## src/rtl/muldiv_pkg.sv

```systemverilog
// Shared op/state encodings and helpers for the iterative multiply/divide unit.
package muldiv_pkg;

    localparam logic [2:0] OP_MULT  = 3'b000;
    localparam logic [2:0] OP_MULTU = 3'b001;
    localparam logic [2:0] OP_DIV   = 3'b010;
    localparam logic [2:0] OP_DIVU  = 3'b011;
    localparam logic [2:0] OP_MADD  = 3'b100;
    localparam logic [2:0] OP_MADDU = 3'b101;

    localparam logic [1:0] S_IDLE = 2'd0;
    localparam logic [1:0] S_CALC = 2'd1;
    localparam logic [1:0] S_FIX  = 2'd2;
    localparam logic [1:0] S_ACC  = 2'd3;

    // Operands up to 64 bits are sign-extended into this width before taking |x|.
    localparam int ABS_W = 64;

    function automatic logic [ABS_W-1:0] abs_val(input logic signed [ABS_W-1:0] v);
        return (v < 0) ? -v : v;
    endfunction

endpackage

```

## src/rtl/muldiv_if.sv

```systemverilog
// Request/result bundle between the execute stage (master) and muldiv_unit (slave).
interface muldiv_if #(
    parameter int WIDTH = 32
);
    logic             start;
    logic [2:0]       op;
    logic [WIDTH-1:0] src_a;
    logic [WIDTH-1:0] src_b;
    logic             cancel;
    logic             hi_we;
    logic             lo_we;
    logic [WIDTH-1:0] wdata;
    logic             busy;
    logic             done;
    logic [WIDTH-1:0] hi;
    logic [WIDTH-1:0] lo;

    modport master (
        output start, op, src_a, src_b, cancel, hi_we, lo_we, wdata,
        input  busy, done, hi, lo
    );

    modport slave (
        input  start, op, src_a, src_b, cancel, hi_we, lo_we, wdata,
        output busy, done, hi, lo
    );
endinterface

```

## src/rtl/muldiv_step.sv

```systemverilog
// One CALC iteration: STEP_BITS chained shift-add (MUL) or restoring subtract-compare (DIV) steps.
// Purely combinational; {hi,lo} is the product / remainder:quotient shift pair.
module muldiv_step #(
    parameter int WIDTH     = 32,
    parameter int STEP_BITS = 1
) (
    input  logic             is_div,
    input  logic [WIDTH-1:0] hi_in,
    input  logic [WIDTH-1:0] lo_in,
    input  logic [WIDTH-1:0] opnd,
    output logic [WIDTH-1:0] hi_out,
    output logic [WIDTH-1:0] lo_out
);

    logic [WIDTH-1:0] h;
    logic [WIDTH-1:0] l;
    logic [WIDTH:0]   sum;
    logic [WIDTH+1:0] diff;

    always_comb begin
        h    = hi_in;
        l    = lo_in;
        sum  = '0;
        diff = '0;
        for (int i = 0; i < STEP_BITS; i++) begin
            if (is_div) begin
                // Partial remainder stays below the divisor, so the top diff bits are zero on success.
                diff = {1'b0, h, l[WIDTH-1]} - {2'b00, opnd};
                if (diff[WIDTH+1:WIDTH] == 2'b00) h = diff[WIDTH-1:0];
                else                              h = {h[WIDTH-2:0], l[WIDTH-1]};
                l = {l[WIDTH-2:0], (diff[WIDTH+1:WIDTH] == 2'b00)};
            end else begin
                sum = {1'b0, h} + (l[0] ? {1'b0, opnd} : '0);
                h   = sum[WIDTH:1];
                l   = {sum[0], l[WIDTH-1:1]};
            end
        end
        hi_out = h;
        lo_out = l;
    end

endmodule

```

## src/rtl/muldiv_unit.sv

```systemverilog
// Iterative MUL/DIV with HI/LO; MADD/MADDU accumulate only when `MULDIV_MADD_EN is defined.
// Done at N+1 cycles after accept (N+2 MADD, 1 for no-ops); start is ignored while busy.
module muldiv_unit
    import muldiv_pkg::*;
#(
    parameter int WIDTH     = 32,
    parameter int STEP_BITS = 1
) (
    input logic     sys_clk,
    input logic     rst_n,
    muldiv_if.slave bus
);

    localparam int N     = WIDTH / STEP_BITS;
    localparam int CNT_W = (N > 1) ? $clog2(N) : 1;

    logic [1:0]       state;
    logic [CNT_W-1:0] cnt;
    logic [WIDTH-1:0] hi_q, lo_q;
    logic [WIDTH-1:0] acc_hi, acc_lo, opnd;
    logic             is_div, neg_res, neg_rem, nop, done_q;
    logic [WIDTH-1:0] step_hi, step_lo;
`ifdef MULDIV_MADD_EN
    logic             is_madd;
`endif

    logic             op_madd, op_arith, op_div, op_signed, a_neg, b_neg;
    logic [WIDTH-1:0] a_mag, b_mag;

    always_comb begin
        op_madd = 1'b0;
`ifdef MULDIV_MADD_EN
        op_madd = (bus.op == OP_MADD) || (bus.op == OP_MADDU);
`endif
        op_arith  = (bus.op inside {OP_MULT, OP_MULTU, OP_DIV, OP_DIVU}) || op_madd;
        op_div    = (bus.op == OP_DIV) || (bus.op == OP_DIVU);
        op_signed = ~bus.op[0];
        a_neg     = op_signed & bus.src_a[WIDTH-1];
        b_neg     = op_signed & bus.src_b[WIDTH-1];
        a_mag     = a_neg ? WIDTH'(abs_val(ABS_W'($signed(bus.src_a)))) : bus.src_a;
        b_mag     = b_neg ? WIDTH'(abs_val(ABS_W'($signed(bus.src_b)))) : bus.src_b;
    end

    muldiv_step #(
        .WIDTH     (WIDTH),
        .STEP_BITS (STEP_BITS)
    ) u_step (
        .is_div (is_div),
        .hi_in  (acc_hi),
        .lo_in  (acc_lo),
        .opnd   (opnd),
        .hi_out (step_hi),
        .lo_out (step_lo)
    );

    // Sign fix-up of the magnitude result: remainder follows the dividend.
    logic [2*WIDTH-1:0] prod_fix;
    logic [WIDTH-1:0]   res_hi, res_lo;

    always_comb begin
        prod_fix = neg_res ? -{acc_hi, acc_lo} : {acc_hi, acc_lo};
        if (is_div) begin
            res_hi = neg_rem ? -acc_hi : acc_hi;
            res_lo = neg_res ? -acc_lo : acc_lo;
        end else begin
            res_hi = prod_fix[2*WIDTH-1:WIDTH];
            res_lo = prod_fix[WIDTH-1:0];
        end
    end

    always_ff @(posedge sys_clk or negedge rst_n) begin
        if (!rst_n) begin
            state   <= S_IDLE;
            cnt     <= '0;
            hi_q    <= '0;
            lo_q    <= '0;
            acc_hi  <= '0;
            acc_lo  <= '0;
            opnd    <= '0;
            is_div  <= 1'b0;
            neg_res <= 1'b0;
            neg_rem <= 1'b0;
            nop     <= 1'b0;
            done_q  <= 1'b0;
`ifdef MULDIV_MADD_EN
            is_madd <= 1'b0;
`endif
        end else begin
            done_q <= 1'b0;
            case (state)
                S_IDLE: begin
                    if (bus.hi_we) hi_q <= bus.wdata;
                    if (bus.lo_we) lo_q <= bus.wdata;
                    if (bus.start && !bus.cancel) begin
                        is_div  <= op_div;
                        neg_res <= a_neg ^ b_neg;
                        neg_rem <= a_neg;
                        nop     <= !op_arith;
                        acc_hi  <= '0;
                        acc_lo  <= op_div ? a_mag : b_mag;
                        opnd    <= op_div ? b_mag : a_mag;
                        cnt     <= CNT_W'(N - 1);
                        state   <= op_arith ? S_CALC : S_FIX;
`ifdef MULDIV_MADD_EN
                        is_madd <= op_madd;
`endif
                    end
                end
                S_CALC: begin
                    if (bus.cancel) begin
                        state <= S_IDLE;
                    end else begin
                        acc_hi <= step_hi;
                        acc_lo <= step_lo;
                        cnt    <= cnt - CNT_W'(1);
                        if (cnt == '0) state <= S_FIX;
                    end
                end
                S_FIX: begin
                    state <= S_IDLE;
                    if (!bus.cancel && nop) begin
                        done_q <= 1'b1;
                    end else if (!bus.cancel) begin
`ifdef MULDIV_MADD_EN
                        if (is_madd) begin
                            acc_hi <= res_hi;
                            acc_lo <= res_lo;
                            state  <= S_ACC;
                        end else
`endif
                        begin
                            hi_q   <= res_hi;
                            lo_q   <= res_lo;
                            done_q <= 1'b1;
                        end
                    end
                end
`ifdef MULDIV_MADD_EN
                S_ACC: begin
                    state <= S_IDLE;
                    if (!bus.cancel) begin
                        {hi_q, lo_q} <= {hi_q, lo_q} + {acc_hi, acc_lo};
                        done_q       <= 1'b1;
                    end
                end
`endif
                default: state <= S_IDLE;
            endcase
        end
    end

    assign bus.busy = (state != S_IDLE);
    assign bus.done = done_q;
    assign bus.hi   = hi_q;
    assign bus.lo   = lo_q;

endmodule

```

## src/flat_wrapper.sv

```systemverilog
// flat-port wrapper written by rule: the top's interface ports become plain ports
module muldiv_unit_flat import muldiv_pkg::*;
#(
    parameter int WIDTH     = 32,
    parameter int STEP_BITS = 1
)
  (sys_clk, rst_n, bus_start, bus_op, bus_src_a, bus_src_b, bus_cancel, bus_hi_we, bus_lo_we, bus_wdata, bus_busy, bus_done, bus_hi, bus_lo);
  muldiv_if #(.WIDTH(WIDTH)) bus_i ();
  input logic sys_clk;
  input logic rst_n;
  input wire logic [$bits(bus_i.start)-1:0] bus_start;
  input wire logic [$bits(bus_i.op)-1:0] bus_op;
  input wire logic [$bits(bus_i.src_a)-1:0] bus_src_a;
  input wire logic [$bits(bus_i.src_b)-1:0] bus_src_b;
  input wire logic [$bits(bus_i.cancel)-1:0] bus_cancel;
  input wire logic [$bits(bus_i.hi_we)-1:0] bus_hi_we;
  input wire logic [$bits(bus_i.lo_we)-1:0] bus_lo_we;
  input wire logic [$bits(bus_i.wdata)-1:0] bus_wdata;
  output wire logic [$bits(bus_i.busy)-1:0] bus_busy;
  output wire logic [$bits(bus_i.done)-1:0] bus_done;
  output wire logic [$bits(bus_i.hi)-1:0] bus_hi;
  output wire logic [$bits(bus_i.lo)-1:0] bus_lo;
  assign bus_i.start = bus_start;
  assign bus_i.op = bus_op;
  assign bus_i.src_a = bus_src_a;
  assign bus_i.src_b = bus_src_b;
  assign bus_i.cancel = bus_cancel;
  assign bus_i.hi_we = bus_hi_we;
  assign bus_i.lo_we = bus_lo_we;
  assign bus_i.wdata = bus_wdata;
  assign bus_busy = bus_i.busy;
  assign bus_done = bus_i.done;
  assign bus_hi = bus_i.hi;
  assign bus_lo = bus_i.lo;
  muldiv_unit #(.WIDTH(WIDTH), .STEP_BITS(STEP_BITS)) u_core (.sys_clk(sys_clk), .rst_n(rst_n), .bus(bus_i));
endmodule
```

## config.mk

```make
export PLATFORM = sky130hd
export DESIGN_NAME = muldiv_unit_flat
export DESIGN_NICKNAME = d
export VERILOG_FILES = /design/src/rtl/muldiv_pkg.sv /design/src/rtl/muldiv_if.sv /design/src/rtl/muldiv_step.sv /design/src/rtl/muldiv_unit.sv /design/src/flat_wrapper.sv
export SDC_FILE = /design/constraint.sdc
export NUM_CORES = 1
export LEC_CHECK = 0
export ABC_AREA = 0
export CAP_MARGIN = 10
export CORE_MARGIN = 2
export CORE_UTILIZATION = 55
export CTS_BUF_LIST = sky130_fd_sc_hd__clkbuf_8
export DETAILED_ROUTE_END_ITERATION = 10
export PLACE_DENSITY = 0.89
export SETUP_SLACK_MARGIN = 0.4
export SKIP_CTS_REPAIR_TIMING = 1
export SLEW_MARGIN = 20
export SYNTH_ARGS = -nofsm -noshare
export SYNTH_HDL_FRONTEND = slang
export SYNTH_HIERARCHICAL = 1
export SYNTH_SLANG_ARGS = --single-unit
```

## constraint.sdc

```tcl
create_clock -name sys_clk -period 7.4 [get_ports sys_clk]
set_input_delay 1.48 -clock sys_clk [delete_from_list [all_inputs] [get_ports sys_clk]]
set_output_delay 1.48 -clock sys_clk [all_outputs]
set_load 0.1 [all_outputs]
```

-- Word-level counts from Yosys, hierarchy flattened
Index checks and enable logic that the tools add are counted.
- add/sub/neg operators: 8
- magnitude comparators: 2
- equality and inequality tests: 12
- multiplexer cells: 40
- bitwise operators: 4
- reductions and logical operators: 18
- operator list (kind ; number):
    $mux 32 ; 24
    $pmux 32 s2 ; 4
    $neg 32->32 ; 4
    $lt 32x1->1 const B ; 2
    $mux 64 ; 1
    $neg 64->64 ; 1
    $sub 33x32->34 ; 1
    $add 32x32->33 ; 1
    $mux 5 ; 2
    $ne 2x2->1 const B ; 5
    $pmux 5 s2 ; 1
    $mux 2 ; 4
    $reduce_and 4->1 ; 2
    $eq 3x2->1 const B ; 2
    $reduce_bool 2->1 ; 3
    $logic_not 5->1 ; 1
    $sub 5x1->5 const B ; 1
    $logic_not 2->1 ; 2
    $pmux 2 s2 ; 1
    $reduce_and 2->1 ; 2
    $reduce_bool 4->1 ; 1
    $eq 3x1->1 const B ; 1
    $logic_not 3->1 ; 1
    $mux 1 ; 3
    11 further kinds ; 14
- register bits: 172
- bits of input ports: 105
- output and inout bits: 66
- word-level logic and storage cells: 96

-- Logic depth before layout (Yosys ltp)
Gate-level depths: netlist (run 1).
- word-level depth: 6
- depth in mapped cells: 17
- depth with buffers taken out: 15

-- Hierarchy
The synthesis (run 1) kept the hierarchy.
- modules (own cells, without submodules) (module ; times used ; cells an instance ; area each (µm²)):
    muldiv_unit ; 1 ; 1323 ; 10905.5
    muldiv_step ; 1 ; 685 ; 4679.5

-- Least setup slack after synthesis (run 1)
Ideal clock, no wire load.
- kind: input port to flip-flop
- from: input bus_src_b[0]
- to: register u_core.acc_lo[24]
- library setup time: 0.082 ns
- data arrival time: 3.401 ns
- data required time: 7.318 ns
- setup slack: 3.917 ns
- stages: 8
- path buffers: 0
- path through: inv_1 > ha_1 > or4b_2 > nand4b_1 > o31ai_1 > xor2_1 > mux2_2 > o22ai_1
- cells in the longest elaborated chain, start to end: 6
- ends and longest elaborated chain (element ; line ; text):
    start: declaration ; flat_wrapper.sv:14 ; input wire logic [$bits(bus_i.src_b)-1:0] bus_src_b;
    $neg 32->32 or $lt 32x1->1 (tied branches) ; muldiv_pkg.sv:20 ; return (v < 0) ? -v : v;
    $mux 32 * ; muldiv_pkg.sv:20 ;
    $mux 32 * ; muldiv_unit.sv:41 ; b_mag = b_neg ? WIDTH'(abs_val(ABS_W'($signed(bus.src_b)))) : bus.src_b;
    $mux 32 * ; muldiv_unit.sv:100 ; acc_lo <= op_div ? a_mag : b_mag;
    $mux 32 * ; muldiv_unit.sv:94 ; if (bus.start && !bus.cancel) begin
    $pmux 32 s2 * ; muldiv_unit.sv:90 ; case (state)
    end signal: assignment ; muldiv_unit.sv:100 ;
    end signal: assignment ; muldiv_unit.sv:114 ; acc_lo <= step_lo;
    end: declaration ; muldiv_unit.sv:20 ; logic [WIDTH-1:0] acc_hi, acc_lo, opnd;
Mark *: on every way between the ends. The rest lies on a longest branch, timed or not. The select of a mux whose other input is x is not followed.
A chain may end at the register's enable or synchronous reset.

-- Worst setup path in the final report (run 1)
- from: register u_core.acc_lo[31]
- to: register u_core.acc_hi[21]
- cells in the longest elaborated chain, start to end: 6
- ends and longest elaborated chain (element ; line ; text):
    $sub 33x32->34 * ; muldiv_step.sv:28 ; diff = {1'b0, h, l[WIDTH-1]} - {2'b00, opnd};
    $logic_not 2->1 ; muldiv_step.sv:29 ; if (diff[WIDTH+1:WIDTH] == 2'b00) h = diff[WIDTH-1:0];
    $mux 32 * ; muldiv_step.sv:29 ;
    $mux 32 * ; muldiv_step.sv:26 ; if (is_div) begin
    named net u_core.step_hi[21] ; muldiv_unit.sv:22 ; logic [WIDTH-1:0] step_hi, step_lo;
    $mux 32 * ; muldiv_unit.sv:110 ; if (bus.cancel) begin
    $pmux 32 s2 * ; muldiv_unit.sv:90 ;
    end signal: assignment ; muldiv_unit.sv:113 ; acc_hi <= step_hi;
    end: declaration ; muldiv_unit.sv:20 ;
Mark *: on every way through the listed nets, which the timed path passes. The rest lies on a longest branch. The select of a mux whose other input is x is not followed.

==> impl_metrics.json, run 1 <==
{
  "whs_ps": 496,
  "worstPathArrival_ps": 4810,
  "seqPwrFrac_pct": 29.1,
  "avgSynthCellArea_um2": 7.76,
  "synth-edff-count": 0,
  "grt-busiest-layer": "met2",
  "setup_viol": 0,
  "rsz0062_at_grt": "no",
  "finalCriticalPeriod_ps": 4430,
  "maxCapViolCount": 0,
  "yosysSeqAreaShare_pct": 27.6,
  "start_util_pct": 55.9,
  "ioPinCount": 171,
  "core_mm2": 0.0279,
  "syn_nets": 2185,
  "diodes": 0,
  "num_rows": 61,
  "hold_viol": 0,
  "overflow": 0,
  "worst_setup_path_start_kind": "flop",
  "synth_area_mm2": 0.0156,
  "drt-pass1-iter-count": 7,
  "worstSetupPathType": "reg2reg",
  "grt_max_degree": 98,
  "synth-seq-cells": 172,
  "synthArstFlopShare_pct": 100,
  "p_int_w": 0.00241,
  "clk_pin_slew_ps": 110,
  "area_delta_synth_final_pct": 14.5,
  "grtUsageMet3_pct": 7.23,
  "ir_drop_mv": 0.138,
  "routedWlPerCell_um": 22.1,
  "max_slew.worst_pin.slew_ps": 1110,
  "leakage_nw": 7.52,
  "final_nets": 2266,
  "synthFlopType": "dfrtp_1",
  "combPwrFrac_pct": 57.7,
  "fin_util_pct": 64.0,
  "hpwl_mm": 41.2,
  "grt_pass1_vias": 15300,
  "clockPowerShare_pct": 13.1,
  "slew-limit-headroom_pct": 25.9,
  "period_share_pct": 59.8,
  "grt_pass1_wl_mm": 83.9,
  "drtIter0Drc": 2685,
  "port_buffers": 170,
  "clkSinkCount": 172,
  "fin_setup_tns_ps": 0,
  "place_congestion": 1.06,
  "root_buffer": "clkbuf_8",
  "synth_cells": 2008,
  "clock-skew-final_ps": 24.8,
  "ctsLongestPathBuffers": 2,
  "slew_viol_final": 0,
  "drive_above_1_share_pct": 5.90,
  "hold_path_class": "reg2reg",
  "htreeDepth": 4,
  "status": "completed",
  "crit_required_ps": 7780,
  "die_x_um": 172,
  "cts_buffers": 17,
  "rr_worst_depth": 15,
  "antenna_found_initial": 0,
  "max_freq_mhz": 226,
  "clk_latency_ps": 490,
  "final_antenna_net_count": 0,
  "use_met2_pct": 54.4,
  "dpl_cell_area_mm2": 0.0174,
  "drt_wl_total_mm": 54.9,
  "use_met1_pct": 48.8,
  "drc": 0,
  "yosysWarnings": 6,
  "netSwitchingPower_w": 0.00288,
  "worstHoldPathCells": 1,
  "p_per_area_mw_per_mm2": 297,
  "tritoncts": "done",
  "track_usage_pct": 36.5,
  "dieArea_mm2": 0.0297,
  "critPathMaxFanout": 33,
  "synth_cell_types": 80,
  "vias": 16900,
  "design_area_mm2": 0.0178,
  "via_per_inst": 6.80,
  "die_h_um": 172,
  "power_switching_share_pct": 54.5,
  "endpoint_kind": "flop",
  "fill_cells": 2324
}
## per-stage QoR
| stage | worst slack [ps] | cells | total power (W) |
|---|---|---|---|
| after global routing | 2810 | 2480 | 0.00553 |
| after global placement | 2740 | 2448 | 0.00445 |
| after floorplan | 3920 | 2008 | 0.00365 |
| after CTS | 2830 | 2480 | 0.00521 |
| after detailed placement | 2680 | 2448 | 0.00452 |
| final | 2970 | 2480 | 0.00529 |
## layout make-up
cell class	count	area (um^2)	share of cell area (%)
tap	378	473	2.65
timing repair buffer	187	1830	10.3
clock buffer	17	234	1.31
sequential	172	4310	24.1
clock inverter	15	176	0.989
inverter	75	282	1.58
multi-input combinational	1636	10500	59.1
## power groups by stage
stage	combinational, W	clock (W)	sequential (W)
after floorplan	0.00150	0	0.00215
after global placement	0.00292	0	0.00153
after detailed placement	0.00298	0	0.00154
after CTS	0.00299	0.000692	0.00152
after global routing	0.00325	0.000720	0.00156
final	0.00306	0.000694	0.00154
## metal layers
metal | vias to the layer above | share of wire (%)
met5 | - | 0
met3 | 205 | 12
met1 | 7883 | 39
met4 | 0 | 6.7
met2 | 1251 | 42
li1 | 7520 | -
## path summary, 6_finish.rpt
path	from	to	slack [ps]
worst min register to register	u_core/bus.lo[7]	u_core/bus.lo[7]	500
worst max register to register	u_core/acc_lo[31]	u_core/acc_hi[21]	2970
worst max-delay path	u_core/acc_lo[31]	u_core/acc_hi[21]	2970
max in group asynchronous	rst_n	u_core/acc_lo[9]	5180
worst min-delay path	u_core/bus.lo[7]	u_core/bus.lo[7]	500
min in group asynchronous	rst_n	u_core/bus.hi[26]	940
## cell families after synthesis
| family | synth area share, % |
|---|---|
| flip-flops | 27.6 |
| adder cells (fa/ha/maj) | 5.88 |
| multiplexers | 4.15 |
| AO/OA/AOI/OAI | 23.9 |
| buffers and inverters | 5.09 |
| XOR/XNOR | 8.82 |
| AND/OR/NAND/NOR | 24.5 |
## placed cells by master (no fill, tap or decap), drive strengths merged, types with 7 or more instances in the layout
cell type      synthesis  layout
a221oi                10      10
clkbuf               107      17
and2                  41      41
o41ai                 20      20
mux2                  37      37
a22oi                  8       8
o21a                   8       8
and3                  28      28
nand4                 27      27
o21ai                124     124
mux2i                 23      23
o31ai                 32      32
or4                   19      19
a211oi                21      21
nand3                119     119
a21oi                127     127
o211ai                38      38
xnor2                 90      90
xor2                  67      67
nand2                253     253
a31oi                 43      43
o21bai                14      14
o221ai                36      36
nor2b                 13      13
nor2                 141     141
nor3                  39      39
nor4                  33      33
nand2b                16      16
ha                    70      70
or2                    7       7
clkdlybuf4s50          0     169
buf                   18      18
a21o                  37      37
inv                   75      82
dfrtp                172     172
or3                   25      25
## cells in the mapped netlist (38+ instances only)
cell type | instances | area [um^2]
nor3_1 | 38 | 190
nor2_1 | 141 | 529
dfrtp_1 | 172 | 4300
nand2_1 | 253 | 950
inv_1 | 75 | 282
and2_1 | 41 | 257
xnor2_1 | 90 | 788
a21oi_1 | 127 | 636
clkbuf_1 | 107 | 402
nand3_1 | 119 | 596
ha_1 | 70 | 876
o21ai_0 | 119 | 596
a31oi_1 | 43 | 269
xor2_1 | 67 | 587
## flip-flops by register name, indices dropped and copies added, names as in the netlist
signal           flops
u_core/opnd         32
u_core/cnt           5
u_core/acc_hi       32
u_core/nop           1
u_core/bus.lo       32
u_core/bus.hi       32
u_core/neg_rem       1
u_core/bus.done      1
u_core/state         2
u_core/neg_res       1
u_core/is_div        1
u_core/acc_lo       32
## critical path: stages (launching register included)
cell and delay (ps):
dfrtp_1 440, inv_1 110, ha_1 170, inv_1 60, fa_1 430, a211oi_1 450
o211ai_2 170, a31oi_1 330, o211a_1 350, o31ai_1 150, a31oi_1 270, and3_2 740
mux2i_1 320, a21oi_1 130, nand3_1 130, nand2_1 60
(Power assumes the default switching activity.)
==> inputs of run 2 (changes only) <==
CORE_UTILIZATION = 54   (was 55)
PLACE_DENSITY = 0.91   (was 0.89)
clock period = 3.9 ns   (was 7.4 ns; I/O delays follow)
==> run 2 against run 1 <==
Via count grew 0.83%; clock-buffer cell count is the same; clock power grew 100%; clock skew grew 3.5 ps; first-iteration DRC count shrank 17%; global-route usage is essentially flat; hold slack lost 230 ps; utilization grew 1.7 points; wire length grew 4.5%; non-clock buffer count grew 63; final cell count grew 2.8%; register-to-register slack lost 2600 ps; critical path type unchanged; critical endpoint is now u_core/acc_lo[0].
==> impl_metrics.json, run 2 (synthesis results as in run 1) <==
{
  "clkSinkCount": 172,
  "leakage_nw": 7.89,
  "grt_pass1_wl_mm": 87.7,
  "drt_wl_total_mm": 57.4,
  "rsz0062_at_grt": "yes",
  "crit_required_ps": 4230,
  "status": "completed",
  "maxCapViolCount": 0,
  "cp-startpoint": "u_core/acc_hi[1]",
  "layout_common_cells": "nand2_1, clkdlybuf4s50_1, dfrtp_1, nor2_1, a21oi_1",
  "slew_viol_final": 0,
  "root_buffer": "clkbuf_8",
  "hold_path_class": "in2async",
  "max_slew.worst_pin.slew_ps": 1020,
  "reg2reg_from": "u_core/acc_hi[1]",
  "place_congestion": 0.971,
  "clock-skew-final_ps": 28.3,
  "num_rows": 62,
  "final_common_cell": "nand2_1",
  "total_power_w": 0.0104,
  "grt_pass1_vias": 15800,
  "critPathMaxFanout": 8,
  "p_per_area_mw_per_mm2": 555,
  "htreeDepth": 4,
  "antenna_found_initial": 0,
  "drt-pass1-iter-count": 8,
  "final_antenna_net_count": 0,
  "ir_drop_mv": 0.296,
  "setup_viol": 0,
  "power_switching_share_pct": 54.1,
  "tritoncts": "done",
  "dpl_cell_area_mm2": 0.0178,
  "seqPwrFrac_pct": 27.6,
  "start_util_pct": 54.6,
  "hold_viol": 0,
  "drtIter0Drc": 2227,
  "finalCriticalPeriod_ps": 3500,
  "slew-limit-headroom_pct": 31.5,
  "dp_cells": 2503,
  "netSwitchingPower_w": 0.00563,
  "area_delta_synth_final_pct": 20.5,
  "track_usage_pct": 36.5,
  "hpwl_mm": 42.8,
  "grt_max_degree": 89,
  "setup_ws_ps": 402,
  "routedWlPerCell_um": 22.5,
  "die_h_um": 174,
  "clockPowerShare_pct": 13.7,
  "ctsLongestPathBuffers": 2,
  "cts_buffers": 17,
  "worstSetupPathType": "reg2reg",
  "drive_above_1_share_pct": 10.9,
  "p_int_w": 0.00478,
  "final_nets": 2329,
  "port_buffers": 170,
  "clk_latency_ps": 490,
  "layout.cells.non_filler": 2549,
  "die_x_um": 174,
  "diodes": 0,
  "core_mm2": 0.0285,
  "overflow": 0,
  "fin_setup_tns_ps": 0,
  "dp_slack_ps": 187,
  "vias": 17000,
  "ioPinCount": 171,
  "worstPathArrival_ps": 3820,
  "clk_pin_slew_ps": 120,
  "combPwrFrac_pct": 58.7,
  "dieArea_mm2": 0.0302,
  "via_per_inst": 6.67,
  "drc": 0,
  "endpoint_kind": "flop",
  "max_freq_mhz": 286,
  "worst_setup_path_start_kind": "flop",
  "design_area_mm2": 0.0188,
  "period_share_pct": 89.7
}
## run 2: cell types whose count changed in the layout (fill, tap and decap cells not counted), sizes merged
cell	change
clkinvlp	-2
clkdlybuf4s50	-1
clkbuf	+4
buf	+60
inv	+2
## run 2: power groups by stage
stage | Combinational (W) | Sequential [W] | Clock [W]
4_1_cts | 0.00581 | 0.00284 | 0.00143
6_report | 0.00611 | 0.00288 | 0.00142
5_1_grt | 0.00647 | 0.00292 | 0.00150
3_5_place_dp | 0.00578 | 0.00288 | 0
3_3_place_gp | 0.00568 | 0.00285 | 0
2_1_floorplan | 0.00285 | 0.00407 | 0
## run 2: final timing paths
kind	end	slack [ps]	cells past startpoint
setup / recovery	u_core/acc_lo[0]	400	12
hold / removal	u_core/bus.hi[30]	270	1
setup reg to reg	u_core/acc_lo[0]	400	12
hold reg to reg	u_core/bus.lo[29]	500	2
max in group asynchronous	u_core/acc_lo[0]	2700	2
min in group sys_clk	u_core/bus.lo[29]	500	2
## run 2: cell type report
type / instances / area (um^2)
Multi-Input combinational cell: 1636 / 10800
Sequential cell: 172 / 4320
Timing Repair Buffer: 250 / 2400
Clock buffer: 17 / 234
Fill cell: 2404 / 9770
Tap cell: 384 / 480
Clock inverter: 15 / 220
Inverter: 75 / 282
## run 2: through the flow
step	utilization (%)	hold slack [ps]
finish	65.8	269
global placement	62.5	462
floorplan	-	447
global route	65.8	295
detailed placement	62.5	473
CTS	64.1	271
## run 2: worst max-delay path: stages, from the launching register on
cell and delay, ps:
dfrtp_1 520, ha_2 390, o211ai_1 250, a21oi_1 130, o31a_1 360, o21ai_1 250, a21oi_2 140, a311o_1 360
and3_4 250, clkbuf_16 190, mux2_4 270, o211ai_1 150, o21ai_1 100
## run 2: metal layers
| layer | up-vias | GRT usage (%) | part of all wire, % |
|---|---|---|---|
| met1 | 7959 | 48.7 | 40 |
| met5 | - | 0 | 0 |
| li1 | 7650 | - | - |
| met2 | 1212 | 56.5 | 44 |
| met4 | 0 | 17.4 | 5.5 |
| met3 | 178 | 7.70 | 11 |
